`src/rtl/JZJCoreFTypes.sv`:
```
// Shared types for the JZJCoreF control path: memory modes, funct3 and the
// load/store sequencer state and fault encodings.
package JZJCoreFTypes;

  typedef logic [2:0] Funct3_t;

  typedef enum logic [2:0] {
    NOP           = 3'd0,
    LOAD          = 3'd1,
    STORE_PRELOAD = 3'd2,
    STORE         = 3'd3
  } MemoryMode_t;

  typedef enum logic [2:0] {
    SEQ_IDLE,
    SEQ_LOAD,
    SEQ_PRELOAD,
    SEQ_STORE,
    SEQ_FAULT
  } SequencerState_t;

  typedef enum logic [1:0] {
    FAULT_NONE,
    FAULT_UNALIGNED,
    FAULT_ILLEGAL_FUNCT3
  } FaultCause_t;

  // lb, lh, lw, lbu, lhu
  function automatic logic isLegalLoad(input Funct3_t f);
    return (f == 3'b000) || (f == 3'b001) || (f == 3'b010) ||
           (f == 3'b100) || (f == 3'b101);
  endfunction

  // sb, sh, sw
  function automatic logic isLegalStore(input Funct3_t f);
    return (f == 3'b000) || (f == 3'b001) || (f == 3'b010);
  endfunction

endpackage

```
`src/rtl/retire_counter.sv`:
```
// Enable-gated wrapping counter with synchronous active-low clear.
module retire_counter #(
  parameter int WIDTH = 32
) (
  input  logic             clock,
  input  logic             reset,
  input  logic             enable,
  output logic [WIDTH-1:0] count
);

  always_ff @(posedge clock) begin
    if (!reset)
      count <= '0;
    else if (enable)
      count <= count + 1'b1;
  end

endmodule

```
`src/rtl/memory_access_sequencer.sv`:
```
// Sequences one load (LOAD) or store (STORE_PRELOAD then STORE) at a time
// toward the memory controller, blocking the write on an unaligned address.
module memory_access_sequencer
  import JZJCoreFTypes::*;
#(
  parameter int COUNTER_WIDTH = 32
) (
  input  logic                     clock,
  input  logic                     reset,
  input  logic                     reqValid,
  input  logic                     reqIsStore,
  input  logic [2:0]               reqFunct3,
  output logic                     reqReady,
  output MemoryMode_t              memoryMode,
  output logic [2:0]               funct3,
  input  logic                     memoryUnalignedAccess,
  output logic                     done,
  output logic                     fault,
  output FaultCause_t              faultCause,
  output logic [COUNTER_WIDTH-1:0] loadsRetired,
  output logic [COUNTER_WIDTH-1:0] storesRetired
);

  SequencerState_t state;

  always_ff @(posedge clock) begin
    if (!reset) begin
      state      <= SEQ_IDLE;
      funct3     <= 3'b000;
      faultCause <= FAULT_NONE;
    end else begin
      unique case (state)
        SEQ_IDLE: begin
          if (reqValid) begin
            funct3 <= reqFunct3;
            if (reqIsStore && isLegalStore(reqFunct3))
              state <= SEQ_PRELOAD;
            else if (!reqIsStore && isLegalLoad(reqFunct3))
              state <= SEQ_LOAD;
            else begin
              state      <= SEQ_FAULT;
              faultCause <= FAULT_ILLEGAL_FUNCT3;
            end
          end
        end
        SEQ_LOAD, SEQ_PRELOAD: begin
          if (memoryUnalignedAccess) begin
            state      <= SEQ_FAULT;
            faultCause <= FAULT_UNALIGNED;
          end else begin
            state <= (state == SEQ_LOAD) ? SEQ_IDLE : SEQ_STORE;
          end
        end
        SEQ_STORE: state <= SEQ_IDLE;
        SEQ_FAULT: state <= SEQ_FAULT;
        default:   state <= SEQ_IDLE;
      endcase
    end
  end

  always_comb begin
    reqReady   = 1'b0;
    memoryMode = NOP;
    done       = 1'b0;
    fault      = 1'b0;
    unique case (state)
      SEQ_IDLE:    reqReady = 1'b1;
      SEQ_LOAD: begin
        memoryMode = LOAD;
        done       = !memoryUnalignedAccess;
      end
      SEQ_PRELOAD: memoryMode = STORE_PRELOAD;
      SEQ_STORE: begin
        memoryMode = STORE;
        done       = 1'b1;
      end
      SEQ_FAULT:   fault = 1'b1;
      default:     reqReady = 1'b0;
    endcase
    // A reset landing on the STORE cycle must never reach the memory as a write.
    if (!reset) begin
      memoryMode = NOP;
      done       = 1'b0;
    end
  end

  retire_counter #(.WIDTH(COUNTER_WIDTH)) u_loads (
    .clock  (clock),
    .reset  (reset),
    .enable (done && (state == SEQ_LOAD)),
    .count  (loadsRetired)
  );

  retire_counter #(.WIDTH(COUNTER_WIDTH)) u_stores (
    .clock  (clock),
    .reset  (reset),
    .enable (done && (state == SEQ_STORE)),
    .count  (storesRetired)
  );

endmodule

```
`config.mk`:
```
export PLATFORM = sky130hd
export DESIGN_NAME = memory_access_sequencer
export DESIGN_NICKNAME = d
export VERILOG_FILES = /design/src/rtl/JZJCoreFTypes.sv /design/src/rtl/retire_counter.sv /design/src/rtl/memory_access_sequencer.sv
export SDC_FILE = /design/constraint.sdc
export NUM_CORES = 1
export LEC_CHECK = 0
export CORE_MARGIN = 5
export CORE_UTILIZATION = 40
export CTS_CLUSTER_SIZE = 20
export DETAILED_ROUTE_END_ITERATION = 6
export GPL_TIMING_DRIVEN = 0
export PLACE_DENSITY = 0.73
export SLEW_MARGIN = 20
export SYNTH_ARGS = -nofsm -noshare
export SYNTH_HDL_FRONTEND = slang
export SYNTH_SLANG_ARGS = --single-unit
```
`constraint.sdc`:
```
create_clock -name clock -period 4.9 [get_ports clock]
set_input_delay 1.225 -clock clock [delete_from_list [all_inputs] [get_ports clock]]
set_output_delay 1.225 -clock clock [all_outputs]
set_load 0.1 [all_outputs]
```
==> results of run 1 <==
[worst max-delay path, delay by kind of cell]
kind          cells  cell delay (ns)
buf+inv           4             2.05
simple gates      1             0.20
[cell families (layout without fill, tap and decap cells)]
logic type / Yosys count / in the layout / synth area share
AND/OR/NAND/NOR: 207 / 207 / 0.334
flip-flops: 72 / 72 / 0.401
AO/OA/AOI/OAI: 71 / 71 / 0.119
buffers and inverters: 38 / 135 / 0.0442
multiplexers: 20 / 20 / 0.0556
XOR/XNOR: 16 / 16 / 0.0389
adder cells (fa/ha/maj): 2 / 2 / 0.00695
other: 1 / 1 / 0.00104
[layer usage]
metal  share of wire  global-route usage  vias up
li1                -                   -     1760
met1            0.45               0.225     1705
met2            0.46               0.275      108
met3           0.073              0.0432       18
met4           0.023              0.0822        0
met5               0                   0        -
[area by class of cell]
class,count,area [um2]
clock inverter,5,78.8
fill,823,4000
buffer,30,129
sequential,72,1440
tap,108,135
inverter,8,30.0
clock buffer,11,151
timing repair buffer,81,805
multi-input combinational,317,2000
[layout by cell type (no fill, tap or decap), types with 3 or more instances in the layout]
cell type,synthesis,final
sky130_fd_sc_hd__clkdlybuf4s50_1,0,79
sky130_fd_sc_hd__dfxtp_1,72,72
sky130_fd_sc_hd__nand2_1,40,40
sky130_fd_sc_hd__a21oi_1,34,34
sky130_fd_sc_hd__nand3_1,29,29
sky130_fd_sc_hd__nor2_1,24,24
sky130_fd_sc_hd__clkbuf_1,23,23
sky130_fd_sc_hd__o31ai_1,23,23
sky130_fd_sc_hd__or4_1,23,23
sky130_fd_sc_hd__mux2i_1,20,20
sky130_fd_sc_hd__nand4_1,15,15
sky130_fd_sc_hd__nand2b_1,15,15
sky130_fd_sc_hd__nor4_1,15,15
sky130_fd_sc_hd__xor2_1,12,12
sky130_fd_sc_hd__clkbuf_8,0,11
sky130_fd_sc_hd__inv_1,8,8
sky130_fd_sc_hd__and3_1,8,8
sky130_fd_sc_hd__o21ai_0,8,8
sky130_fd_sc_hd__and4_1,7,7
sky130_fd_sc_hd__or3_1,6,6
sky130_fd_sc_hd__and2_1,4,4
sky130_fd_sc_hd__buf_2,4,4
sky130_fd_sc_hd__xnor2_1,4,4
sky130_fd_sc_hd__nor3_1,3,3
sky130_fd_sc_hd__o21a_1,3,3
[power by group]
group          leakage (nW)  internal (W)  switching, W  total [W]
Sequential            0.581      0.000590    0.00000397   0.000594
Combinational         0.846     0.0000316     0.0000898   0.000121
Clock                 0.119      0.000314      0.000226   0.000540
Total                  1.55      0.000935      0.000320    0.00126
[sequential cells by signal, indices dropped and copies added (netlist names)]
signal / count
u_stores.count: 32
u_loads.count: 32
faultCause: 2
state: 3
funct3: 3
[per-stage QoR]
| step | setup WS, ns | area (um2) |
|---|---|---|
| after global routing | 0.0949 | 4770 |
| after CTS | 0.0624 | 4770 |
| after floorplan | 0.0749 | 3600 |
| final | 0.189 | 4770 |
| after global placement | -0.221 | 4540 |
| after detailed placement | -0.249 | 4540 |
[worst max path at each step]
stage                     start             to  slack (ns)  cells past startpoint
after global routing      reset  memoryMode[0]        0.09                      5
after CTS                 reset           done        0.06                      6
after floorplan           reset           done        0.07                      4
after detailed placement  reset           done       -0.25                      6
final                     reset  memoryMode[0]        0.19                      5
after global placement    reset           done       -0.22                      6
[timing repair]
item | in CTS | in global routing
resized for setup | 2 | 2
pin swaps | 0 | 0
endpoints found under the setup margin | 2 | 1
==> impl_results.rst, run 1 <==
.. list-table::
   :header-rows: 1

   * - Metric
     - Value
   * - Number of enable flip-flop cells after synthesis
     - 0
   * - Status
     - finished, final reports clean
   * - Hold_ws
     - 0.465 ns
   * - Max_cap viols
     - 0
   * - Main area contributors after synthesis
     - sky130_fd_sc_hd__dfxtp_1, sky130_fd_sc_hd__mux2i_1, sky130_fd_sc_hd__o31ai_1
   * - CTS tree
     - built
   * - Worst-path cell chain
     - clkdlybuf4s50_1 -> and3b_1 -> clkbuf_1 -> buf_2 -> dlygate4sd2_1
   * - First DRT Iteration DRCs
     - 167
   * - Number of standard-cell rows in the floorplan
     - 34
   * - Net count after synthesis
     - 437
   * - F_max
     - around 210 MHz
   * - DRC Markers
     - 0
   * - Port buffer count
     - 81
   * - Routed via count
     - 3591
   * - Top_reg_cell synth
     - sky130_fd_sc_hd__dfxtp_1
   * - Post-DR vias/cell
     - 5.68
   * - Detailed Place HPWL
     - 7110 um
   * - Floorplan die width
     - 105 um
   * - Sequential cell area fraction in the yosys report
     - 0.401
   * - Final WL
     - 9780 um
   * - Class of the tightest hold or removal check
     - register to register
   * - Critical Path Sink Type
     - primary output
   * - Remaining global-route overflow
     - 0
   * - Initial Util
     - 0.411
   * - Maximum buffer depth of the clock tree
     - 2
   * - Synth area leader
     - sky130_fd_sc_hd__dfxtp_1
   * - Wire length of the first global-routing pass
     - 16100 um
   * - Growth of design area from synthesis to finish
     - 32.5%
   * - Die area
     - 11000 um2
   * - Highest fanout seen on the critical path
     - 10
   * - Power density of the placed cells
     - 263 nW/um2
   * - Clk pin slew, worst setup/hold paths
     - roughly 0.070 ns
   * - # H-tree levels
     - 3
   * - Share of the core filled with cells
     - 0.544
   * - Setup TNS Final
     - 0 ns
   * - Chip height
     - 105 um
   * - Buffers inserted during post-CTS setup optimization
     - 0
   * - Worst-margin pin slew
     - 1.02 ns
   * - Pin count of the biggest net entering global routing
     - 13
   * - Number of hold-slack violations in the final timing report
     - 0
   * - Post-synth top area share
     - 0.401
   * - Final antenna diode count
     - 0
   * - Cells after Synth
     - 427
   * - Count of warnings emitted by yosys
     - 0
   * - Slowest cell delay on critical path
     - 0.89 ns
   * - Inst Count DP
     - 616
   * - Root Buffer Master
     - sky130_fd_sc_hd__clkbuf_8
   * - CP Launch Type
     - input port
   * - Post-synthesis instance area
     - 3600 um2
   * - Async set-or-reset flop fraction in the synthesized netlist
     - 0
   * - Min-Delay Endpoint
     - faultCause[0]$_SDFFE_PN0P_
   * - Critical register-to-register path endpoint
     - u_loads.count[20]$_SDFFE_PN0P_
   * - Number of sinks on the clock net
     - 72
   * - Final total power
     - 0.00126 W
   * - Arrival @ worst endpoint
     - 3.49 ns
   * - Per-cell routed wire length
     - 15.5 um
   * - Worst hold path stage count
     - 2
   * - CP max-delay cell
     - sky130_fd_sc_hd__dlygate4sd2_1
   * - Logic depth of the worst register-to-register path
     - 6
   * - Worst path required time
     - 3.67 ns
   * - Crit Reg-Reg Startpoint
     - u_loads.count[3]$_SDFFE_PN0P_
   * - Final count of negative-setup-slack endpoints
     - 0
   * - Clock latency reported for the late side of the worst-skew pair
     - 0.35 ns
   * - RSZ-0062 raised after global routing
     - no
   * - Hold wc startpoint
     - faultCause[0]$_SDFFE_PN0P_
   * - Mean post-synth cell area
     - roughly 8.4 um2
   * - Worst Clk Skew
     - roughly 0.010 ns
   * - Core Footprint
     - 8760 um2
   * - Weighted congestion reported at the end of routability-driven placement
     - 0.756
   * - Hold-fix buffer count after cts
     - 0
   * - Leakage power summed over all cells
     - 1.55 nW
   * - Library cells used by synthesis
     - 44
   * - Share of final-layout standard cells stronger than drive strength 1
     - 0.0611
   * - Top-level port count
     - 83
   * - CTS buffer count
     - 9
   * - TritonRoute pass-1 iters
     - 5
   * - Min Clock Period, post-route
     - about 4.7 ns
   * - Max VDD drop
     - between 0.1 and 0.15 mV
   * - Number of antenna violations at the first check in global routing
     - 0
   * - #FFs+latches synth
     - 72
   * - Share of the clock period used by the worst path
     - 0.961
   * - Flop2flop setup slack
     - 2.70 ns
   * - Number of nets with antenna violations after detailed routing
     - 0
   * - Non-filler cells in the finished layout
     - approximately 630
   * - Most instantiated library cell after synthesis
     - sky130_fd_sc_hd__dfxtp_1
   * - Worst max-slew margin expressed relative to the limit
     - 0.317
   * - Post-synth top cells
     - sky130_fd_sc_hd__dfxtp_1, sky130_fd_sc_hd__nand2_1, sky130_fd_sc_hd__a21oi_1
   * - Final max-slew violation count
     - 0
   * - Count of nets after finishing
     - 529
   * - Classification of the worst setup path
     - input port to primary output
   * - Via count of the first global-routing pass
     - 3329
   * - All-Layer GR Usage
     - 0.175
Power figures use the tool's default switching activity.
==> inputs of run 2 (changes only) <==
==> constraint.sdc (replaced) <==
create_clock -name clock -period 4.42 [get_ports clock]
set_input_delay 1.105 -clock clock [delete_from_list [all_inputs] [get_ports clock]]
set_output_delay 1.105 -clock clock [all_outputs]
set_load 0.1 [all_outputs]
==> run 2 against run 1 <==
Net effect:
- combinational power is 12% higher
- clock skew fell by 0.0017 ns
- first-iteration DRC count rose by 11%
- critical path depth is 1 lower
- wire length increased by 0.95%
- hold slack gained 0.00073 ns
- register-to-register slack worse by 0.47 ns
- sequential cell count did not move
- clock power fell by 2%
- utilization down 0.29 points
- critical path type unchanged
- highest routed layer unchanged
==> impl_results.rst, run 2 (synthesis gave the netlist of run 1 again) <==
.. list-table::
   :header-rows: 1

   * - Metric
     - Value
   * - Placed instance area
     - around 4500 um2
   * - Buffers inserted during post-CTS setup optimization
     - 0
   * - Worst max-slew margin expressed relative to the limit
     - 0.325
   * - F_max
     - 231 MHz
   * - Classification of the worst setup path
     - input port to primary output
   * - Number of sinks on the clock net
     - 72
   * - Remaining global-route overflow
     - 0
   * - Initial Util
     - 0.411
   * - Finished layout cell area
     - 4740 um2
   * - Post-Place Worst Slack
     - -0.477 ns
   * - Worst Clk Skew
     - 0.00864 ns
   * - Hold-fix buffer count after cts
     - 0
   * - Internal power component
     - 0.000974 W
   * - All-Layer GR Usage
     - 0.177
   * - Share of the clock period used by the worst path
     - 0.981
   * - Clk pin slew, worst setup/hold paths
     - 0.07 ns
   * - Power density of the placed cells
     - 279 nW/um2
   * - Share of the core filled with cells
     - 0.541
   * - Count of nets after finishing
     - 529
   * - Fraction of power consumed by combinational cells
     - 0.102
   * - Inst Count DP
     - 616
   * - Pin count of the biggest net entering global routing
     - 12
   * - CTS buffer count
     - 9
   * - Core Footprint
     - 8760 um2
   * - RSZ-0062 raised after global routing
     - no
   * - CTS tree
     - built
   * - First DRT Iteration DRCs
     - 185
   * - Chip height
     - between 100 and 150 um
   * - Status
     - finished, final reports clean
   * - Clock network fraction of total power
     - 0.400
   * - Critical Path Sink Type
     - primary output
   * - Post-DR vias/cell
     - 5.65
   * - TritonRoute pass-1 iters
     - 4
   * - Die area
     - 11000 um2
   * - Floorplan die width
     - 105 um
   * - Commonest cells after routing, fill and taps aside
     - sky130_fd_sc_hd__clkdlybuf4s50_1, sky130_fd_sc_hd__dfxtp_1, sky130_fd_sc_hd__nand2_1, sky130_fd_sc_hd__a21oi_1, sky130_fd_sc_hd__nand3_1
   * - Non-filler cells in the finished layout
     - 630
   * - Proportion of power drawn by flip-flops and latches
     - 0.498
   * - Max VDD drop
     - 0.192 mV
   * - Max_cap viols
     - 0
   * - Growth of design area from synthesis to finish
     - 31.8%
   * - Top-level port count
     - 83
   * - Number of antenna violations at the first check in global routing
     - 0
   * - Weighted congestion reported at the end of routability-driven placement
     - 0.775
   * - # H-tree levels
     - 3
   * - Switching power as a share of total power
     - 0.263
   * - Final max-slew violation count
     - 0
   * - Min Clock Period, post-route
     - 4.33 ns
   * - Clock latency reported for the late side of the worst-skew pair
     - 0.34 ns
   * - Share of final-layout standard cells stronger than drive strength 1
     - 0.0613
   * - Number of standard-cell rows in the floorplan
     - 34
   * - Final antenna diode count
     - 0
   * - Number of nets with antenna violations after detailed routing
     - 0
   * - Final setup slack of the worst path
     - 0.0860 ns
   * - Wire length of the first global-routing pass
     - 16400 um
   * - Per-cell routed wire length
     - 15.7 um
   * - Class of the tightest hold or removal check
     - register to register
   * - Root Buffer Master
     - sky130_fd_sc_hd__clkbuf_8
   * - Final count of negative-setup-slack endpoints
     - 0
   * - CP Launch Type
     - input port
   * - Routed via count
     - around 3600
   * - Worst path required time
     - 3.31 ns
   * - Port buffer count
     - 81
   * - Leakage power summed over all cells
     - approximately 1.5 nW
   * - Highest fanout seen on the critical path
     - 6
   * - Via count of the first global-routing pass
     - approximately 3400
   * - Arrival @ worst endpoint
     - ~3.2 ns
   * - Leading cell type in the layout, fill and taps excluded
     - sky130_fd_sc_hd__clkdlybuf4s50_1
   * - Worst-margin pin slew
     - 1.01 ns
   * - Largest registers ranked by flip-flop count
     - u_loads.count: 32 flops, u_stores.count: 32 flops
   * - NetSw
     - 0.000348 W
   * - DRC Markers
     - 0
   * - Detailed Place HPWL
     - 7120 um
   * - Number of hold-slack violations in the final timing report
     - 0
   * - Final WL
     - 9870 um
   * - Maximum buffer depth of the clock tree
     - 2
## run 2: changes by cell type in the layout (fill, tap and decap cells not counted), sizes merged
| cell | previous run | this run |
|---|---|---|
| bufinv | 2 | 1 |
| dlygate4sd2 | 1 | 0 |
| clkdlybuf4s18 | 0 | 1 |
| clkbuf | 35 | 34 |
| clkinv | 3 | 1 |
| clkinvlp | 0 | 1 |
| clkdlybuf4s15 | 0 | 1 |
## run 2: worst paths after layout
check | startpoint | endpoint | slack, ns | depth (start not counted)
max reg2reg | u_loads.count[3]$_SDFFE_PN0P_ | u_loads.count[20]$_SDFFE_PN0P_ | 2.23 | 6
min reg2reg | faultCause[1]$_SDFFE_PN0P_ | faultCause[1]$_SDFFE_PN0P_ | 0.47 | 2
min | faultCause[1]$_SDFFE_PN0P_ | faultCause[1]$_SDFFE_PN0P_ | 0.47 | 2
max | reset | memoryMode[1] | 0.09 | 4
## run 2: metal layers
| metal | vias to the layer above | track usage | wire length, um |
|---|---|---|---|
| met5 | - | 0 | 0 |
| met4 | 0 | 0.0776 | 177 |
| met3 | 14 | 0.0438 | 636 |
| met2 | 102 | 0.281 | 4510 |
| met1 | 1690 | 0.227 | 4550 |
| li1 | 1753 | - | - |
## run 2: cell type report
type | count | area, um2
well taps | 108 | 135
clock buffers | 11 | 151
inverters | 8 | 30.0
clock inverters | 3 | 42.5
fillers | 820 | 4020
multi-input cells | 317 | 2000
repair buffers | 81 | 812
plain buffers | 30 | 129
flip-flops and latches | 72 | 1440
## run 2: per-stage QoR
step | hold WS, ns | total power (W) | setup TNS (ns)
after CTS | 0.468 | 0.00133 | 0
after detailed placement | 0.454 | 0.000809 | -0.811
after global placement | 0.452 | 0.000807 | -0.760
after global routing | 0.486 | 0.00136 | 0
after floorplan | 0.672 | 0.000772 | 0
final | 0.465 | 0.00132 | 0
## run 2: what timing repair did
action,in CTS,in global routing
endpoints found under the setup margin,2,1
hold endpoints to repair,0,0
gates resized for setup,6,1
## run 2: critical path, cell delays in order
cell,delay (ns)
sky130_fd_sc_hd__clkdlybuf4s50_1,0.61
sky130_fd_sc_hd__nand3b_1,0.19
sky130_fd_sc_hd__inv_1,0.17
sky130_fd_sc_hd__clkdlybuf4s50_1,1.16
## run 2: power by group through the flow
stage | Clock, W | Sequential [W] | Combinational (W)
2_1_floorplan | 0 | 0.000701 | 0.0000714
3_3_place_gp | 0 | 0.000673 | 0.000134
3_5_place_dp | 0 | 0.000674 | 0.000135
4_1_cts | 0.000540 | 0.000658 | 0.000136
5_1_grt | 0.000562 | 0.000659 | 0.000143
6_report | 0.000528 | 0.000659 | 0.000135
==> inputs of run 3 (changes only) <==
--- a/config.mk
+++ b/config.mk
@@ -10,6 +10,7 @@
 export CTS_CLUSTER_SIZE = 20
 export DETAILED_ROUTE_END_ITERATION = 6
 export GPL_TIMING_DRIVEN = 0
+export MAX_ROUTING_LAYER = met4
 export PLACE_DENSITY = 0.73
 export SLEW_MARGIN = 20
 export SYNTH_ARGS = -nofsm -noshare
==> run 3 against run 2 <==
Net effect:
- final cell count unchanged
- critical path type unchanged
- die area unchanged
- sequential power about the same
- non-clock buffer count unchanged
==> impl_results.rst, run 3 (synthesis gave the netlist of run 1 again) <==
.. list-table::
   :header-rows: 1

   * - Metric
     - Value
   * - Share of the clock period used by the worst path
     - 0.981
   * - First DRT Iteration DRCs
     - 189
   * - Detailed Place HPWL
     - approximately 7100 um
   * - Share of the core filled with cells
     - 0.541
   * - RSZ-0062 raised after global routing
     - no
   * - Hold_ws
     - 0.465 ns
   * - Wire length of the first global-routing pass
     - 16400 um
   * - All-Layer GR Usage
     - 0.183
   * - TritonRoute pass-1 iters
     - 4
   * - Initial Util
     - 0.411
   * - Remaining global-route overflow
     - 0
   * - Final antenna diode count
     - 0
   * - Switching power as a share of total power
     - 0.263
   * - Number of nets with antenna violations after detailed routing
     - 0
   * - Growth of design area from synthesis to finish
     - 31.8%
   * - Worst max-slew margin expressed relative to the limit
     - 0.325
   * - Clock latency reported for the late side of the worst-skew pair
     - 0.34 ns
   * - CTS tree
     - built
   * - Highest fanout seen on the critical path
     - 6
   * - Largest registers ranked by flip-flop count
     - u_loads.count: 32 flops, u_stores.count: 32 flops
   * - Arrival @ worst endpoint
     - roughly 3.2 ns
   * - Worst Clk Skew
     - 0.00903 ns
   * - Top-level port count
     - 83
   * - Max VDD drop
     - 0.192 mV
   * - Internal power component
     - 0.000974 W
   * - Number of antenna violations at the first check in global routing
     - 0
   * - Class of the tightest hold or removal check
     - register to register
   * - Hold-fix buffer count after cts
     - 0
   * - Final count of negative-setup-slack endpoints
     - 0
   * - Routed via count
     - between 3000 and 4000
   * - NetSw
     - 0.000347 W
   * - Per-cell routed wire length
     - 15.7 um
   * - Number of standard-cell rows in the floorplan
     - 34
   * - Count of nets after finishing
     - 529
   * - Fraction of power consumed by combinational cells
     - 0.103
   * - Finished layout cell area
     - 4740 um2
   * - Classification of the worst setup path
     - input port to primary output
   * - Power density of the placed cells
     - 278 nW/um2
   * - Leading cell type in the layout, fill and taps excluded
     - sky130_fd_sc_hd__clkdlybuf4s50_1
   * - Final WL
     - between 9000 and 10000 um
   * - Proportion of power drawn by flip-flops and latches
     - 0.499
   * - Core Footprint
     - roughly 9000 um2
   * - Worst path required time
     - 3.31 ns
   * - Max_cap viols
     - 0
   * - Critical Path Sink Type
     - primary output
   * - Die area
     - ~11000 um2
   * - F_max
     - 231 MHz
   * - Pin count of the biggest net entering global routing
     - 12
   * - Placed instance area
     - about 4500 um2
   * - Via count of the first global-routing pass
     - 3418
   * - # H-tree levels
     - 3
   * - Maximum buffer depth of the clock tree
     - 2
   * - Number of hold-slack violations in the final timing report
     - 0
   * - Setup TNS Final
     - 0 ns
   * - Status
     - finished, final reports clean
   * - Post-DR vias/cell
     - 5.70
   * - CP Launch Type
     - input port
   * - Share of final-layout standard cells stronger than drive strength 1
     - 0.0613
   * - Weighted congestion reported at the end of routability-driven placement
     - just under 0.8
   * - Clock network fraction of total power
     - 0.399
   * - CTS buffer count
     - 9
   * - Min Clock Period, post-route
     - 4.34 ns
   * - Floorplan die width
     - 105 um
   * - Final max-slew violation count
     - 0
   * - Worst-margin pin slew
     - 1.01 ns
   * - Commonest cells after routing, fill and taps aside
     - sky130_fd_sc_hd__clkdlybuf4s50_1, sky130_fd_sc_hd__dfxtp_1, sky130_fd_sc_hd__nand2_1, sky130_fd_sc_hd__a21oi_1, sky130_fd_sc_hd__nand3_1
   * - Chip height
     - 105 um
   * - Fillcell total
     - a little over 800
   * - Number of sinks on the clock net
     - just over 70
   * - Port buffer count
     - 81
   * - Root Buffer Master
     - sky130_fd_sc_hd__clkbuf_8
   * - Clk pin slew, worst setup/hold paths
     - 0.07 ns
   * - Leakage power summed over all cells
     - 1.52 nW
   * - DRC Markers
     - 0
==> run 3: stage by stage <==
step                cells  setup WS, ns  power [W]
floorplan             427         0.412   0.000772
global placement      616        -0.452   0.000807
detailed placement    616        -0.477   0.000809
CTS                   630        0.0742    0.00133
global route          630       0.00348    0.00137
finish                630        0.0848    0.00132
==> run 3: repair_timing <==
| action | in CTS | in global routing |
|---|---|---|
| endpoints found under the setup margin | 2 | 1 |
| setup buffers | 0 | 0 |
| cloned | 0 | 0 |
| resized for setup | 6 | 1 |
==> run 3: final cells by class <==
| cell class | instances | area (um2) | area share |
|---|---|---|---|
| inverters | 8 | 30.0 | 0.00633 |
| plain buffers | 30 | 129 | 0.0272 |
| clock inverters | 3 | 42.5 | 0.00897 |
| multi-input cells | 317 | 2000 | 0.422 |
| clock buffers | 11 | 151 | 0.0319 |
| repair buffers | 81 | 812 | 0.171 |
| flip-flops and latches | 72 | 1440 | 0.304 |
| well taps | 108 | 135 | 0.0285 |
==> run 3: worst max-delay path, cell delays in order <==
cell and delay (ns):
sky130_fd_sc_hd__clkdlybuf4s50_1 0.61, sky130_fd_sc_hd__nand3b_1 0.19, sky130_fd_sc_hd__inv_1 0.17, sky130_fd_sc_hd__clkdlybuf4s50_1 1.16
==> run 3: power by group through the flow <==
stage	Combinational [W]	Sequential (W)	Clock (W)
floorplan	0.0000714	0.000701	0
global placement	0.000134	0.000673	0
detailed placement	0.000135	0.000674	0
CTS	0.000136	0.000658	0.000540
global route	0.000143	0.000659	0.000566
finish	0.000135	0.000659	0.000527
==> run 3: per-layer routing <==
metal | part of all wire | vias up | track usage
li1 | - | 1758 | -
met1 | 0.45 | 1706 | 0.228
met2 | 0.46 | 111 | 0.281
met3 | 0.066 | 14 | 0.0506
met4 | 0.018 | 0 | 0.0721
met5 | 0 | - | -
==> run 3: final timing paths <==
kind,from,end,slack [ns],depth (start not counted)
setup / recovery,reset,memoryMode[1],0.08,4
hold reg to reg,faultCause[1]$_SDFFE_PN0P_,faultCause[1]$_SDFFE_PN0P_,0.47,2
setup reg to reg,u_loads.count[3]$_SDFFE_PN0P_,u_loads.count[20]$_SDFFE_PN0P_,2.23,6
hold / removal,faultCause[1]$_SDFFE_PN0P_,faultCause[1]$_SDFFE_PN0P_,0.47,2
